## src/rtl/pipeline_ctrl.sv

```systemverilog
// pipeline_ctrl: forwarding, load-use, branch-flush and data-memory freeze control for the F/D/E/M/W pipeline.
// Define PIPELINE_CTRL_PERF_EN to add the stall_cycles / flush_events performance counters.
module pipeline_ctrl #(
  parameter int TIMEOUT = 16
`ifdef PIPELINE_CTRL_PERF_EN
  , parameter int PCNT_W = 32
`endif
) (
  input  logic       clk,
  input  logic       rst,
  input  logic [4:0] rs1_d,
  input  logic [4:0] rs2_d,
  input  logic [4:0] rs1_e,
  input  logic [4:0] rs2_e,
  input  logic [4:0] rd_e,
  input  logic       load_e,
  input  logic       pcsrc_e,
  input  logic [4:0] rd_m,
  input  logic       regwrite_m,
  input  logic [4:0] rd_w,
  input  logic       regwrite_w,
  input  logic       dmem_req_m,
  input  logic       dmem_ready,
  output logic [1:0] fwd_a_e,
  output logic [1:0] fwd_b_e,
  output logic       stall_f,
  output logic       stall_d,
  output logic       stall_e,
  output logic       stall_m,
  output logic       flush_d,
  output logic       flush_e,
  output logic       flush_w,
  output logic       mem_err
`ifdef PIPELINE_CTRL_PERF_EN
  , output logic [PCNT_W-1:0] stall_cycles
  , output logic [PCNT_W-1:0] flush_events
`endif
);

  typedef enum logic [1:0] {RUN, MEM_WAIT, ERR} state_t;

  localparam logic [7:0] TIMEOUT_CNT = 8'(TIMEOUT);

  state_t     state, state_nxt;
  logic [7:0] wait_cnt, wait_cnt_nxt;
  logic       mem_err_nxt;
  logic       lwstall, memstall;

  assign lwstall  = load_e && (rd_e != 5'd0) && ((rd_e == rs1_d) || (rd_e == rs2_d));
  assign memstall = dmem_req_m && !dmem_ready;

  // M result is newer than W, so it wins when both target the same source register.
  always_comb begin
    fwd_a_e = 2'b00;
    fwd_b_e = 2'b00;
    if (!rst) begin
      if (regwrite_m && (rd_m != 5'd0) && (rd_m == rs1_e))      fwd_a_e = 2'b10;
      else if (regwrite_w && (rd_w != 5'd0) && (rd_w == rs1_e)) fwd_a_e = 2'b01;
      if (regwrite_m && (rd_m != 5'd0) && (rd_m == rs2_e))      fwd_b_e = 2'b10;
      else if (regwrite_w && (rd_w != 5'd0) && (rd_w == rs2_e)) fwd_b_e = 2'b01;
    end
  end

  always_comb begin
    stall_f = 1'b0;
    stall_d = 1'b0;
    stall_e = 1'b0;
    stall_m = 1'b0;
    flush_d = 1'b0;
    flush_e = 1'b0;
    flush_w = 1'b0;
    if (rst) begin
      flush_d = 1'b1;
      flush_e = 1'b1;
      flush_w = 1'b1;
    end else if ((state == ERR) || memstall) begin
      // Whole pipe frozen; a pending branch or load-use re-presents once E unfreezes.
      stall_f = 1'b1;
      stall_d = 1'b1;
      stall_e = 1'b1;
      stall_m = 1'b1;
      flush_w = 1'b1;
    end else if (pcsrc_e) begin
      flush_d = 1'b1;
      flush_e = 1'b1;
    end else if (lwstall) begin
      stall_f = 1'b1;
      stall_d = 1'b1;
      flush_e = 1'b1;
    end
  end

  always_comb begin
    state_nxt    = state;
    wait_cnt_nxt = wait_cnt;
    mem_err_nxt  = mem_err;
    case (state)
      RUN: begin
        if (memstall) begin
          state_nxt    = MEM_WAIT;
          wait_cnt_nxt = 8'd1;
        end
      end
      MEM_WAIT: begin
        if (dmem_ready || !dmem_req_m) begin
          state_nxt    = RUN;
          wait_cnt_nxt = 8'd0;
        end else if (wait_cnt + 8'd1 == TIMEOUT_CNT) begin
          state_nxt   = ERR;
          mem_err_nxt = 1'b1;
        end else begin
          wait_cnt_nxt = wait_cnt + 8'd1;
        end
      end
      ERR:     state_nxt = ERR;
      default: state_nxt = RUN;
    endcase
  end

  always_ff @(posedge clk) begin
    if (rst) begin
      state    <= RUN;
      wait_cnt <= 8'd0;
      mem_err  <= 1'b0;
    end else begin
      state    <= state_nxt;
      wait_cnt <= wait_cnt_nxt;
      mem_err  <= mem_err_nxt;
    end
  end

`ifdef PIPELINE_CTRL_PERF_EN
  logic branch_flush;
  assign branch_flush = !rst && (state != ERR) && !memstall && pcsrc_e;

  always_ff @(posedge clk) begin
    if (rst) begin
      stall_cycles <= '0;
      flush_events <= '0;
    end else if (state != ERR) begin
      if (stall_f)      stall_cycles <= stall_cycles + PCNT_W'(1);
      if (branch_flush) flush_events <= flush_events + PCNT_W'(1);
    end
  end
`endif

endmodule

```

## config.mk

```make
export PLATFORM = sky130hd
export DESIGN_NAME = pipeline_ctrl
export DESIGN_NICKNAME = d
export VERILOG_FILES = /design/src/rtl/pipeline_ctrl.sv
export SDC_FILE = /design/constraint.sdc
export NUM_CORES = 1
export LEC_CHECK = 0
export BUFFER_PORTS_ARGS = -buffer_cell sky130_fd_sc_hd__buf_2
export CAP_MARGIN = 20
export CORE_AREA = 10 10 61 83
export DETAILED_ROUTE_END_ITERATION = 12
export DIE_AREA = 0 0 71 93
export HOLD_SLACK_MARGIN = 0.05
export PLACE_DENSITY = 0.57
export SYNTH_ARGS = -nofsm -noshare
export SYNTH_HDL_FRONTEND = slang
export SYNTH_SLANG_ARGS = --single-unit
```

## constraint.sdc

```tcl
create_clock -name clk -period 5.4 [get_ports clk]
set_input_delay 0.81 -clock clk [delete_from_list [all_inputs] [get_ports clk]]
set_output_delay 0.81 -clock clk [all_outputs]
set_load 0.1 [all_outputs]
```

==> results.py <==
metrics = {
    "outcome": {
        "status": "finished, final reports clean",
    },
    "die": {
        "core.rowCount": 26,
        "coreArea_um2": 3580,
        "dieArea_um2": 6600,
        "die_h_um": 93,
        "io_pins": 55,
        "die_x_um": 71,
        "initial_core_util": 0.337,
    },
    "cts": {
        "clk_pin_slew_ns": 0.05,
        "cts_sinks": 11,
        "worstSkewPairLatency_ns": 0.24,
        "cts_buffers": 3,
        "tritoncts": "built",
        "post-cts-setup-buffer-count": 0,
        "cts_resized": 0,
        "clockBufferDepth": 2,
        "clockRootBuffer": "clkbuf_8",
        "htreeDepth": 1,
        "cts_hold_buf": 0,
    },
    "logic_synthesis": {
        "ys_types": 40,
        "synthFlopType": "dfxtp_1",
        "ys_warn_count": 0,
        "netlist_instances": 150,
        "syn-num-nets": 195,
        "syn_area_um2": 1210,
        "synthArstFlopShare": 0,
        "syn_area_per_cell_um2": 8.04,
        "ys_seq_area_frac": 0.183,
        "synth_enable_flop_cells": 0,
        "synth.ff_latch_count": 11,
    },
    "min_path": {
        "whs_path_depth": 2,
        "hold_class": "reg -> reg",
    },
    "critical_path": {
        "critical-path-top-delay-family": "simple AND/OR/NAND/NOR gates",
        "arrival_ns": 2.69,
        "path_depth": 6,
        "cp_max_fo": 4,
        "r2r_cells": 6,
        "cpPeakStageDelay_ns": 0.50,
        "startpoint_type": "input pin",
        "path_common_cell": "buf_2",
        "crit_type": "in -> out",
        "path_buf_inv": 2,
        "cp_slowest_cell": "or4_1",
        "path_cells": "buf_2 -> or4_1 -> o21ai_0 -> nor3_1 -> nor4_2 -> buf_2",
        "endpoint_kind": "primary output",
        "critPathRequiredTime_ns": 4.59,
    },
    "sta": {
        "finalHoldViolations": 0,
        "finalCritPeriodShare": 0.648,
        "post-route-min-period_ns": 3.50,
        "fmax_mhz": 286,
        "setup_tns_ns": 0,
        "drv_slew": 0,
        "setup_ws_ns": 1.90,
        "max_slew_margin": 0.568,
        "hold_ws_ns": 0.448,
        "rsz0062_at_grt": "no",
        "finClkSkew_ns": 0.00449,
        "tightest_slew_ns": 0.645,
        "final-setup-viol-count": 0,
    },
    "routing": {
        "drc": 0,
        "antenna_left": 0,
        "dr.pass1.iters": 4,
        "top_layer": "met4",
        "wl_per_cell_um": 14.8,
        "vias": 1291,
        "totalWireLength_um": 3600,
        "viasPerCell": 5.29,
        "met1_length_um": 1330,
        "dr_wl_met3_um": 318,
        "wl_met2_um": 1860,
        "initialDrtViolationCount": 23,
    },
    "placed_design": {
        "place_ws_ns": 1.88,
        "placed_area_um2": 1500,
        "place_inst": 240,
        "numPortBuffers": 54,
        "dp_hpwl_um": 3030,
        "gp_congestion": 0.741,
    },
    "power": {
        "clock_power_share": 0.330,
        "peakVddDrop_uv": 91.2,
        "power_switching_share": 0.345,
        "p_leak_nw": 0.614,
        "p_sw_mw": 0.0869,
        "combinationalPowerShare": 0.337,
        "seq_power_share": 0.334,
        "power.internal_mw": 0.165,
        "p_total_mw": 0.252,
        "power_density_nw_per_um2": 163,
    },
    "layout": {
        "final_nets": 248,
        "final_util": 0.431,
        "stdcell_area_um2": 1540,
        "area.growth.synth_to_final_pct": 27.8,
        "drive_gt1_frac": 0.312,
        "n_antenna_cell": 0,
        "final_cells": 244,
    },
    "grt": {
        "overflow": 0,
        "grtUsageTotal": 0.109,
        "grt_max_degree": 24,
        "grt_pass1_wl_um": 6120,
        "grt_pass1_vias": 1373,
        "antenna_found_initial": 0,
    },
    "flow_run": {
        "max-cap-violations": 0,
    },
}
[Yosys cell counts (all sizes together), types with 4 or more instances]
| cell type | n | area (µm²) |
|---|---|---|
| buf | 4 | 37.5 |
| nor2 | 9 | 33.8 |
| or4 | 5 | 37.5 |
| nand3b | 4 | 30.0 |
| xnor2 | 11 | 96.3 |
| a21oi | 9 | 48.8 |
| nor4 | 5 | 31.3 |
| nand2b | 6 | 37.5 |
| o21ai | 8 | 40.0 |
| dfxtp | 11 | 220 |
| xor2 | 20 | 175 |
| nor3 | 5 | 25.0 |
| nand2 | 6 | 22.5 |
| nand3 | 8 | 40.0 |
[state kept, by name (all words and copies together) (netlist names)]
register and cells:
wait_cnt 8, state 2, mem_err 1
[layout by cell type (no fill, tap or decap), types with 4 or more instances in the layout]
cell      netlist  final
nor2_1          9      9
dfxtp_1        11     11
nand3b_1        4      4
xnor2_1        11     11
buf_2           0     54
or4_1           5      5
o21ai_0         8      8
nand3_1         8      8
xor2_1         20     20
nand2b_1        6      6
a21oi_1         8      8
nor3_1          5      5
nand2_1         6      6
[routing by layer]
metal / up-vias / track usage
met3: 7 / 0.0466
met1: 584 / 0.0990
met5: - / 0
met4: 0 / 0.0421
li1: 656 / -
met2: 44 / 0.206
[cell type report]
type	instances	area (µm²)
Clock buffer	4	45.0
Fill cell	396	2040
Inverter	2	7.51
Multi-Input combinational cell	131	946
Sequential cell	11	220
Tap cell	42	52.6
Timing Repair Buffer	54	270
[tightest hold or removal path, stage by stage, from the launching register on]
cell	delay [ns]
dfxtp_1	0.30
inv_1	0.05
a21oi_1	0.05
[power groups by stage]
stage | registers (mW) | clock network, mW | logic [mW]
after detailed placement | 0.0856 | 0 | 0.0857
after CTS | 0.0840 | 0.0853 | 0.0859
after floorplan | 0.0851 | 0 | 0.0553
final | 0.0840 | 0.0830 | 0.0848
after global placement | 0.0857 | 0 | 0.0863
after global routing | 0.0840 | 0.0902 | 0.0924
[worst paths after layout]
path | start | to | slack [ns]
worst max-delay path | rd_m[1] | fwd_a_e[0] | 1.90
worst min-delay path | mem_err$_SDFFE_PP0P_ | mem_err$_SDFFE_PP0P_ | 0.45
worst max register to register | wait_cnt[0]$_SDFFE_PP0P_ | wait_cnt[6]$_SDFFE_PP0P_ | 3.18
worst min register to register | mem_err$_SDFFE_PP0P_ | mem_err$_SDFFE_PP0P_ | 0.45
[cell families after synthesis]
logic type                 count (synthesis)  synth area share
AOI/OAI and AO/OA                         33             0.201
xor gates and xnor gates                  31             0.225
adders and majority gates                  2            0.0207
buffers and inverters                      8            0.0436
DFF                                       11             0.183
muxes                                      2            0.0270
and+or+nand+nor                           63             0.300
Power figures use the tool's default switching activity.
